===== src/rtl/mem_wb_stage.sv =====
// Memory stage plus MEM/WB pipeline register: issues the data-memory request,
// stalls upstream until dhit, then registers the writeback value and sticky halt.
module mem_wb_stage #(
    parameter int DW    = 32,
    parameter int CNT_W = 32
) (
    input  logic             CLK,
    input  logic             nRST,
    input  logic             valid_in,
    input  logic [1:0]       memtoreg_in,
    input  logic             regwrite_in,
    input  logic             dmemREN_in,
    input  logic             dmemWEN_in,
    input  logic             halt_in,
    input  logic [DW-1:0]    rdat2_in,
    input  logic [DW-1:0]    npc_in,
    input  logic [DW-1:0]    aluResult_in,
    input  logic [4:0]       branchDest_in,
    input  logic [DW-1:0]    upper16_in,
    input  logic             dhit,
    input  logic [DW-1:0]    dmemload,
    output logic             dmemREN,
    output logic             dmemWEN,
    output logic [DW-1:0]    dmemaddr,
    output logic [DW-1:0]    dmemstore,
    output logic             mem_stall,
    output logic             wb_valid,
    output logic             wb_regwrite,
    output logic [4:0]       wb_wsel,
    output logic [DW-1:0]    wb_wdat,
    output logic             wb_halt,
    output logic [CNT_W-1:0] stall_cycles,
    output logic [1:0]       state
);

    // Handshake: a request (dmemREN/dmemWEN) is held stable while mem_stall=1
    // because upstream is frozen; the access completes on the edge where dhit=1.
    typedef enum logic [1:0] {
        S_RUN    = 2'd0,
        S_WAIT   = 2'd1,
        S_HALTED = 2'd2
    } state_t;

    state_t        cur_state;
    state_t        nxt_state;
    logic          active;
    logic          mem_op;
    logic [DW-1:0] wdat_sel;

    assign state     = cur_state;
    assign dmemaddr  = aluResult_in;
    assign dmemstore = rdat2_in;

    // Requests are suppressed while reset is held so nothing escapes mid-reset.
    assign active    = nRST & (cur_state != S_HALTED);
    assign mem_op    = active & valid_in & (dmemREN_in | dmemWEN_in);
    assign dmemWEN   = active & valid_in & dmemWEN_in;
    assign dmemREN   = active & valid_in & dmemREN_in & ~dmemWEN_in;
    assign mem_stall = mem_op & ~dhit;

    always_comb begin
        wdat_sel = aluResult_in;
        case (memtoreg_in)
            2'd0:    wdat_sel = aluResult_in;
            2'd1:    wdat_sel = dmemload;
            2'd2:    wdat_sel = npc_in;
            default: wdat_sel = upper16_in;
        endcase
    end

    always_comb begin
        nxt_state = cur_state;
        case (cur_state)
            S_RUN: begin
                if (mem_op && !dhit)
                    nxt_state = S_WAIT;
                else if (valid_in && halt_in && !mem_stall)
                    nxt_state = S_HALTED;
            end
            S_WAIT: begin
                if (dhit)
                    nxt_state = S_RUN;
            end
            S_HALTED: nxt_state = S_HALTED;
            default:  nxt_state = S_RUN;
        endcase
    end

    always_ff @(posedge CLK) begin
        if (!nRST) begin
            cur_state    <= S_RUN;
            wb_valid     <= 1'b0;
            wb_regwrite  <= 1'b0;
            wb_wsel      <= '0;
            wb_wdat      <= '0;
            wb_halt      <= 1'b0;
            stall_cycles <= '0;
        end else begin
            cur_state <= nxt_state;
            if (cur_state == S_HALTED) begin
                wb_valid    <= 1'b0;
                wb_regwrite <= 1'b0;
                wb_halt     <= 1'b1;
            end else if (mem_stall || !valid_in) begin
                wb_valid    <= 1'b0;
                wb_regwrite <= 1'b0;
            end else begin
                wb_valid    <= 1'b1;
                wb_regwrite <= regwrite_in & (branchDest_in != 5'd0);
                wb_wsel     <= branchDest_in;
                wb_wdat     <= wdat_sel;
                wb_halt     <= wb_halt | halt_in;
            end
            if (mem_stall && !(&stall_cycles))
                stall_cycles <= stall_cycles + CNT_W'(1);
        end
    end

endmodule


===== config.mk =====
export PLATFORM = sky130hd
export DESIGN_NAME = mem_wb_stage
export DESIGN_NICKNAME = d
export VERILOG_FILES = /design/src/rtl/mem_wb_stage.sv
export SDC_FILE = /design/constraint.sdc
export NUM_CORES = 1
export LEC_CHECK = 0
export CAP_MARGIN = 25
export CORE_ASPECT_RATIO = 0.75
export CORE_UTILIZATION = 32
export DETAILED_ROUTE_END_ITERATION = 7
export PLACE_DENSITY = 0.8
export SLEW_MARGIN = 20
export SYNTH_ARGS = -nofsm -noshare
export SYNTH_HDL_FRONTEND = slang
export SYNTH_SLANG_ARGS = --single-unit
export TNS_END_PERCENT = 20

===== constraint.sdc =====
create_clock -name CLK -period 2.1 [get_ports CLK]
set_clock_uncertainty 0.2 [all_clocks]
set_input_delay 0.21 -clock CLK [delete_from_list [all_inputs] [get_ports CLK]]
set_output_delay 0.21 -clock CLK [all_outputs]
set_load 0.01 [all_outputs]

* Yosys cells after proc, flatten, opt, wreduce, memory -nomap -nowiden *
Index checks and enable logic that the tools add are counted.

word-level totals
  flip-flop bits (word level) = 74
  word-level logic and storage cells = 56

cells by class
  add/subtract/negate cells = 1
  equal/unequal tests = 8
  muxes and demuxes = 8
  bitwise logic cells = 15
  reductions and logical operators = 17

operators with widths
  kind                     number
  $pmux W32 S3             1
  $add A32 B1 Y32 const B  1
  $reduce_and A32 Y1       1
  $and A1 B1 Y1            8
  $mux W2                  3
  $ne A2 B2 Y1 const B     3
  $pmux W2 S3              1
  $not A1 Y1               5
  $reduce_bool A5 Y1       1
  $eq A2 B1 Y1 const B     2
  $eq A2 B2 Y1 const B     2
  $logic_and A1 B1 Y1      4
  $logic_not A1 Y1         4
  $logic_not A2 Y1         2
  $reduce_and A2 Y1        2
  $mux W1                  3
  $ne A3 B3 Y1 const B     1
  $reduce_or A3 Y1         1
  $or A1 B1 Y1             2
  $reduce_or A2 Y1         1
  $logic_or A1 B1 Y1       1

* Depth between registers and ports, before layout *
Gate-level depths: netlist (run 1).

  depth after elaboration = 10
  gate-level depth with buffers = 8
  gate-level depth less buffers = 6

* Worst setup path before layout (run 1) *
No wires, ideal clock.

  kind = register to register
  start = register stall_cycles[0]
  end = register stall_cycles[17]
  setup time = 0.115 ns
  arrival time = 1.815 ns
  data required time = 1.785 ns
  setup slack = -0.030 ns
  stages on the path, launching flop included = 9
  path buffers = 2
  clock period less this slack = 2.130 ns
  path through = dfxtp_1 ha_1 nand4_1 nor3_1 and4_1 buf_2 buf_2 nor4_1 o21a_1

between the ends
  longest elaborated chain between the ends = 3
  elaborated cells between the ends (all ways) = 4
  those cells by class = add/sub (1); reduce/logical (3)

RTL lines
  what                                                                     RTL line  RTL
  from (decl)                                                              32        output logic [CNT_W-1:0] stall_cycles,
  from (signal assigned)                                                   115       stall_cycles <= stall_cycles + CNT_W'(1);
  parallel branches: the longest is 3 deep, another holds $add A32 B1 Y32  --

Several ways; the timed one is not identified.
A chain may end at the register's enable or synchronous reset.

* Final worst setup path (run 1) *
  start = register stall_cycles[15]
  end = register stall_cycles[0]

between the ends
  longest elaborated chain between the ends = 3

RTL lines
  what                 RTL line  RTL
  $reduce_and A32 Y1   114       if (mem_stall && !(&stall_cycles))
  $logic_not A1 Y1     114
  $logic_and A1 B1 Y1  114

Every way passes these cells.

==> metrics.yaml, run 1 <==
status: "finished with violations"
violations: "negative setup slack"
r2r_start: "stall_cycles[15]"
tightestPinTransition_ps: 549
cts_tree: "yes"
dr.pass1.iters: 4
ir_worst_vdd_mv: 0.375
synth_seq_cells: 74
die_area_mm2: 0.0141
synth-main-ff-cell: "dfxtp_1"
synthArstFlopShare: 0
nNetsFinal: 908
synth_top_cell_by_area: "dfxtp_1"
post-route-cell-area_mm2: 0.00760
holdCritStartpoint: "rdat2_in[5]"
yosysWarnings: 0
portBuffers: 251
die_h_um: 103
max-cap-violations: 0
path_max_fanout: 5
drc: 0
fin_cells: 909
synth_edf_count: 0
die_w_um: 137
syn_area_per_cell_um2: 9.07
slowest_stage: "or4_4"
initial_core_util: 0.332
syn_inst: 482
placementRows: 36
grt_pass1_vias: 4724
p_per_area_mw_per_mm2: 533
whs_endpoint: "dmemstore[5]"
max_freq_ghz: 0.470
power_leakage_nw: 2.86
dpl_cell_area_mm2: 0.00709
worstSetupPathType: "register to register"
max_slew_margin: 0.634
reg2reg_depth: 6
synth_top_area_frac: 0.339
synth_cell_type_count: 42
fin_setup_tns_ps: -41.2
grt_overflow_total: 0
antenna_found_initial: 1
vias: 4693
ant_nets: 0
ctsLongestPathBuffers: 2
path_cells: "nand4_4 -> or4_4 -> o31a_1 -> buf_4 -> xnor2_2 -> nor2_1"
reg2reg_to: "stall_cycles[0]"
final.min_clock_period_ps: 2130
rsz0062_at_grt: "true"
grt_use_total: 0.231
critPathArrivalTime_ps: 2140
start_kind: "register"
power_mw: 4.05
gp_congestion: 0.920
critPathMaxStageDelay_ps: 570
clkLatencyLatePin_ps: 330
post-dp-hpwl_mm: 12.9
pin_count: 316
end_kind: "register"
area_growth_pct: 73.9
cts_made_buffers: 9
path_clk_slew_ps: 60
post_drt_wl_per_cell_um: 18.0
holdCritPathClass: "input port to output pin"
yosysSeqAreaShare: 0.339
dr.first_iter.drc_count: 242
syn_area_mm2: 0.00437
reg2reg_slack_ps: -30
fin_util: 0.578
synth_nets: 658
synth_most_common_cell: "dfxtp_1"
dp.cells: 881
setup_viol: 2
hold_viol_final: 0
avgViaCountPerCell: 5.16
setup_ws_ps: -26.1
cts.sinks: 74
drive_above_1_share: 0.214
root_buffer: "clkbuf_16"
worstPathRequired_ps: 2120
report.final.slew_viol_count: 0
period_share: 1.01
grt_max_degree: 49
synth_area_leaders: "dfxtp_1 (34%), mux4_2 (16%), buf_4 (11%)"
totalWireLength_mm: 16.4
synthTopCellsByCount: "dfxtp_1 (74), buf_4 (64), nand2_1 (57), a21oi_1 (53), nor2_1 (51)"
htree_levels: 3
grt_pass1_wl_mm: 24.5
core_mm2: 0.0132
holdPathStages: 0
==> repair_timing <==
action | CTS | global route
resized for setup | 9 | 24
setup endpoints to repair | 58 | 23
hold buffers | 0 | 0
setup buffers | 2 | 9
pin swaps | 4 | 9
hold endpoints to repair | 0 | 0
==> through the flow <==
step / worst slack [ps] / hold WS [ps]
2_1_floorplan: 14.2 / 146
3_3_place_gp: -509 / 220
3_5_place_dp: -518 / 220
4_1_cts: 4.82 / 220
5_1_grt: -110 / 220
6_report: -26.1 / 220
==> registers in the layout, summed over array words and instances, names as in the netlist <==
register	count
state	2
wb_wsel	5
wb_halt	1
wb_valid	1
stall_cycles	32
wb_regwrite	1
wb_wdat	32
==> power breakdown <==
part	leakage, nW	internal, mW	switching (mW)
logic	2.10	0.602	0.342
registers	0.609	1.48	0.0394
clock network	0.144	0.988	0.599
==> cells in the final DEF, fill, tap and decap left out, drive strengths merged, types with 2 or more instances in the layout <==
cell type	instances
nand4	12
o31a	2
clkinvlp	3
dlygate4sd2	4
inv	7
and2	4
o21ai	14
nand2	58
nor2	51
nor4b	2
or4	9
or3	13
nand3	10
o31ai	7
nand2b	3
xnor2	2
mux2i	11
and4	6
clkdlybuf4s50	244
nor4	5
buf	80
nor3	3
o211ai	2
dfxtp	74
a21oi	53
clkbuf	11
xor2	2
mux4	32
and3	2
==> worst max path at each step <==
stage / cells after the start / from / endpoint / slack [ps]
after global routing: 7 / stall_cycles[24] / stall_cycles[4] / -110
after CTS: 6 / stall_cycles[21] / stall_cycles[25] / 5
after detailed placement: 7 / dhit / stall_cycles[26] / -520
after floorplan: 5 / stall_cycles[6] / stall_cycles[3] / 10
after global placement: 7 / dhit / stall_cycles[26] / -510
final: 6 / stall_cycles[15] / stall_cycles[0] / -30
==> final cells by class <==
cell class	instances	area (um^2)
diodes	1	2.50
clock buffers	11	253
clock inverters	5	61.3
fillers	1071	5550
inverters	7	38.8
multi-input cells	311	2350
flip-flops and latches	74	1490
well taps	171	214
repair buffers	329	3180
==> logic make-up after synthesis <==
kind of cell,count (synthesis),synth area share
XOR/XNOR,4,0.00802
AND/OR/NAND/NOR,180,0.210
adder cells (fa/ha/maj),1,0.00286
AO/OA/AOI/OAI,83,0.105
buffers and inverters,97,0.145
multiplexers,43,0.190
flip-flops,74,0.339
==> critical path: cells and delay by family (launching register included) <==
family / cells / cell delay, ps
flip-flops: 1 / 360
AND/OR/NAND/NOR: 3 / 760
AO/OA/AOI/OAI: 1 / 400
XOR/XNOR: 1 / 110
buffers and inverters: 1 / 180
==> per-layer routing <==
metal / vias up / GRT usage / share of wire
met2: 219 / 0.430 / 0.54
met5: - / 0 / 0
li1: 2190 / - / -
met3: 6 / 0.0599 / 0.066
met4: 0 / 0.0668 / 0.0069
met1: 2278 / 0.261 / 0.38
Note: power is estimated with default switching activity, not from simulation.
==> run 2: changes to the inputs <==
Settings changed: CORE_AREA from default to 2 2 124 126, CORE_ASPECT_RATIO 0.75 to default, CORE_UTILIZATION 32 to default, DIE_AREA from default to 0 0 126 128, PLACE_DENSITY 0.8 to 0.73.
Clock period 2.1 ns to 2.7 ns, I/O delays scaled along.
==> run 2 against run 1 <==
  * Final area shrank 8.3%
  * Cell count decreased by 5.2%
  * Global-route usage decreased by 3.9 points
  * Via count down 9.3%
  * The run now ends clean
  * Utilization fell by 11 points
  * Routed wire length is 7.4% lower
  * Sequential share of layout area is 1.6 points higher
  * Critical path depth shrank 2
  * Register-to-register slack gained 300 ps
  * Setup slack improved by 230 ps
  * Power down 22%
  * Clock power fell by 18%
==> metrics.yaml, run 2 (synthesis gave the netlist of run 1 again) <==
status: "finished clean"
post-route-cell-area_mm2: 0.00696  # -8.3%
period_share: 0.925
rsz0062_at_grt: "false"
report.final.slew_viol_count: 0  # unchanged
max_freq_ghz: 0.400
power_mw: 3.17  # -22%
cts_resized: 0  # -9
fin_setup_tns_ps: 0  # +41.2 ps
start_kind: "register"
avgViaCountPerCell: 4.94  # -4.3%
final.min_clock_period_ps: 2500
ctsLongestPathBuffers: 2  # unchanged
max_slew_margin: 0.652  # +0.0178
tightestPinTransition_ps: 523  # -26.7 ps
grt_max_degree: 49  # unchanged
power_leakage_nw: 2.47  # -14%
post-dp-hpwl_mm: 12.3  # -4.7%
placementRows: 45  # +25%
critPathArrivalTime_ps: 2030  # -110 ps
root_buffer: "clkbuf_16"
ant_nets: 0  # unchanged
cts_tree: "yes"
initial_core_util: 0.294  # -0.0383
htree_levels: 3  # unchanged
post_cts_buffers: 0  # -2
antenna_found_initial: 1  # unchanged
path_clk_slew_ps: 60  # about the same
grt_overflow_total: 0  # unchanged
top_regs: "stall_cycles (32), wb_wdat (32), wb_wsel (5)"
dpl_cell_area_mm2: 0.00664  # -6.3%
multi_input_comb_area_mm2: 0.00225  # -4.3%
hold_slack_ps: 251  # +31.1 ps
path_max_fanout: 10  # +5
die_w_um: 126  # -8.0%
p_per_area_mw_per_mm2: 456  # -14%
dr.pass1.iters: 4  # unchanged
area_growth_pct: 59.3
grt_pass1_wl_mm: 23.6  # -3.8%
final_common_cell: "clkdlybuf4s50_1"
core_mm2: 0.0149  # +13%
gp_congestion: 0.837  # -9.1%
worstSetupPathType: "register to output pin"
setup_ws_ps: 202  # +228 ps
regArea_mm2: 0.00148  # -0.84%
hold_viol_final: 0  # unchanged
clkLatencyLatePin_ps: 340  # about the same
die_h_um: 128  # +24%
max-cap-violations: 0  # unchanged
grt_pass1_vias: 4249  # -10%
ir_worst_vdd_mv: 0.326  # -13%
holdCritPathClass: "register to register"
worstPathRequired_ps: 2230  # +110 ps
nNetsFinal: 844  # -7.0%
post_drt_wl_per_cell_um: 17.6  # -2.4%
cts.sinks: 74  # unchanged
cts_made_buffers: 9  # unchanged
drive_above_1_share: 0.104  # -0.110
grt_use_total: 0.192  # -0.0388
hold_buffers: 0  # unchanged
pre_cts_ws_ps: 83.4  # +601 ps
end_kind: "output pin"
vias: 4258  # -9.3%
dr.first_iter.drc_count: 296  # +22%
totalWireLength_mm: 15.1  # -7.4%
n_fill_cell: 1455  # +36%
setup_viol: 0  # -2
portBuffers: 251  # unchanged
die_area_mm2: 0.0161  # +14%
drc: 0  # unchanged
pin_count: 316  # unchanged
final_cell_mix: "clkdlybuf4s50_1 (249), dfxtp_1 (74), nand2_1 (57)"
-- run 2: cell count changes in the layout (fill, tap and decap cells not counted), sizes merged --
| cell | change |
|---|---|
| clkdlybuf4s50 | +5 |
| bufinv | +1 |
| inv | -1 |
| dlymetal6s2s | -1 |
| dlygate4sd2 | -4 |
| clkinvlp | -2 |
| clkinv | +2 |
| buf | -64 |
-- run 2: area by class of cell --
type / instances / area share
Multi-Input combinational cell: 311 / 0.324
Clock inverter: 5 / 0.0111
Clock buffer: 11 / 0.0349
Timing Repair Buffer: 265 / 0.378
Antenna cell: 1 / 0.000359
Sequential cell: 74 / 0.213
Tap cell: 188 / 0.0338
Inverter: 7 / 0.00557
-- run 2: layer usage --
| layer | share of wire | GRT usage |
|---|---|---|
| met1 | 0.39 | 0.215 |
| met2 | 0.52 | 0.333 |
| met3 | 0.069 | 0.0622 |
| met4 | 0.026 | 0.0892 |
| met5 | 0 | 0 |
-- run 2: metrics by stage --
step | instances | utilization
6_report | 862 | 0.469
5_1_grt | 862 | 0.469
4_1_cts | 861 | 0.468
3_5_place_dp | 845 | 0.447
3_3_place_gp | 845 | 0.447
2_1_floorplan | 482 | -
-- run 2: path summary, 6_finish.rpt --
kind / from / slack, ps / endpoint / cells past startpoint
min: wb_wdat[20] / 250 / wb_wdat[20] / 2
min reg2reg: wb_wdat[20] / 250 / wb_wdat[20] / 2
max: state[1] / 200 / mem_stall / 4
max reg2reg: stall_cycles[0] / 270 / stall_cycles[14] / 6
-- run 2: power by group --
group | internal, mW | switching, mW
Combinational | 0.441 | 0.251
Sequential | 1.15 | 0.0285
Clock | 0.831 | 0.474
-- run 2: worst max-delay path: stages (launching register included) --
cell and delay [ps]:
dfxtp_1 330, nor2b_1 190, or3_1 500, clkinv_8 120
clkdlybuf4s50_1 540
==> run 3: changes to the inputs <==
Settings changed: PLACE_DENSITY 0.73 to 0.79.
==> run 3 against run 2 <==
  * Maximum frequency decreased by 0.40%
  * Cell count up 0.12%
  * Non-clock buffer count did not move
  * First-iteration DRC count up 11%
  * Global-route usage down 0.48 points
  * Register-to-register slack better by 20 ps
  * Die area unchanged
  * Clock power rose by 4%
  * Flip-flop and latch count is the same
  * Worst hold slack worse by 1.7 ps
  * Critical path type unchanged
  * Critical endpoint unchanged
  * Setup slack got worse by 10 ps
==> metrics.yaml, run 3 (synthesis gave the netlist of run 1 again) <==
final.min_clock_period_ps: 2510  # +9.97 ps
whs_endpoint: "wb_wdat[19]"
tightestPinTransition_ps: 539  # +16.0 ps
status: "finished clean"
core_mm2: 0.0149  # unchanged
holdPathStages: 2  # unchanged
ant_nets: 0  # unchanged
rsz0062_at_grt: "false"
ctsLongestPathBuffers: 2  # unchanged
root_buffer: "clkbuf_16"
drc: 0  # unchanged
cts_made_buffers: 9  # unchanged
holdCritPathClass: "register to register"
p_per_area_mw_per_mm2: 462  # +1.4%
reg2reg_depth: 6  # unchanged
p_int_mw: 2.48  # +2.4%
grt_overflow_total: 0  # unchanged
final_cell_mix: "clkdlybuf4s50_1 (249), dfxtp_1 (74), nand2_1 (57)"
post-dp-hpwl_mm: 12.4  # +0.95%
grt_pass1_vias: 4169  # -1.9%
dr.pass1.iters: 4  # unchanged
die_area_mm2: 0.0161  # unchanged
max-cap-violations: 0  # unchanged
period_share: 0.929  # +0.00369
worstPathRequired_ps: 2230  # about the same
hold_viol_final: 0  # unchanged
avgViaCountPerCell: 5.04  # +2.1%
cts.sinks: 74  # unchanged
hold_slack_ps: 249  # -1.71 ps
r2r_start: "stall_cycles[0]"
nNetsFinal: 844  # unchanged
grt_use_total: 0.187  # -0.00479
ir_worst_vdd_mv: 0.308  # -5.6%
pwr-share-seq: 0.365  # -0.006
clkLatencyLatePin_ps: 340  # about the same
path_max_fanout: 10  # unchanged
placementRows: 45  # unchanged
p_switching_mw: 0.757  # +0.48%
initial_core_util: 0.294  # unchanged
grt_max_degree: 49  # unchanged
worstSetupPathType: "register to output pin"
die_h_um: 128  # unchanged
power_leakage_nw: 2.48  # +0.50%
htree_levels: 3  # unchanged
pin_count: 316  # unchanged
post_drt_wl_per_cell_um: 17.9  # +1.7%
report.final.slew_viol_count: 0  # unchanged
setup_viol: 0  # unchanged
holdCritStartpoint: "wb_wdat[19]"
gp_congestion: 0.788  # -5.8%
antenna_found_initial: 2  # +1
totalWireLength_mm: 15.4  # +1.8%
cts_resized: 0  # unchanged
vias: 4352  # +2.2%
p_comb_frac: 0.216  # -0.002
path_clk_slew_ps: 60  # about the same
dr.first_iter.drc_count: 328  # +11%
critPathArrivalTime_ps: 2040  # about the same
hold_buffers: 0  # unchanged
post_cts_buffers: 0  # unchanged
clockPowerShare: 0.419  # +0.008
fin_setup_tns_ps: 0  # unchanged
max_freq_ghz: 0.399  # -0.40%
end_kind: "output pin"
start_kind: "register"
drive_above_1_share: 0.105  # +0.00149
reg2reg_to: "stall_cycles[16]"
portBuffers: 251  # unchanged
die_w_um: 126  # unchanged
reg2reg_slack_ps: 290  # +20 ps
top_regs: "stall_cycles (32), wb_wdat (32), wb_wsel (5)"
cts_tree: "yes"
grt_pass1_wl_mm: 23.4  # -0.99%
swShare: 0.234  # -0.00342
final_common_cell: "clkdlybuf4s50_1"
area_growth_pct: 60.1
max_slew_margin: 0.641  # -0.0107
## run 3: cell types whose count changed in the layout (fill, tap and decap cells not counted), sizes merged
| cell | before | now |
|---|---|---|
| clkinv | 3 | 2 |
| clkbuf | 11 | 12 |
| diode | 1 | 2 |
## run 3: cell type report
cell class | count | area [um^2]
antenna | 2 | 5.00
clock buffer | 12 | 267
clock inverter | 4 | 72.6
fill | 1422 | 7870
inverter | 7 | 38.8
multi-input combinational | 311 | 2250
sequential | 74 | 1480
tap | 188 | 235
timing repair buffer | 265 | 2650
## run 3: power by group through the flow
| stage | Combinational (mW) | Clock, mW | Sequential [mW] |
|---|---|---|---|
| after CTS | 0.708 | 1.39 | 1.18 |
| after global routing | 0.746 | 1.43 | 1.19 |
| after floorplan | 0.311 | 0 | 1.23 |
| after detailed placement | 0.705 | 0 | 1.21 |
| after global placement | 0.699 | 0 | 1.20 |
| final | 0.699 | 1.36 | 1.18 |
## run 3: per-layer routing
metal	global-route usage	share of wire
met4	0.0769	0.025
met1	0.220	0.40
met2	0.326	0.51
met3	0.0480	0.070
met5	0	0
## run 3: how the worst max path moves through the flow
| stage | startpoint | depth (start not counted) | to |
|---|---|---|---|
| after floorplan | stall_cycles[0] | 8 | stall_cycles[17] |
| after global placement | valid_in | 7 | stall_cycles[26] |
| after detailed placement | valid_in | 7 | stall_cycles[26] |
| after CTS | state[1] | 4 | mem_stall |
| after global routing | stall_cycles[13] | 5 | stall_cycles[26] |
| final | state[1] | 4 | mem_stall |
## run 3: stage by stage
stage	power (mW)	utilization	setup slack [ps]	instance area, um^2	instances
detailed placement	1.91	0.448	121	6650	845
global placement	1.90	0.448	157	6650	845
global route	3.36	0.471	43.1	7000	863
CTS	3.28	0.470	181	6990	861
floorplan	1.54	-	570	4370	482
finish	3.24	0.471	192	7000	863
## run 3: worst max-delay path: stages (launching register included)
cell	delay, ps
dfxtp_1	340
nor2b_1	200
or3_1	510
clkinv_8	120
clkdlybuf4s50_1	530
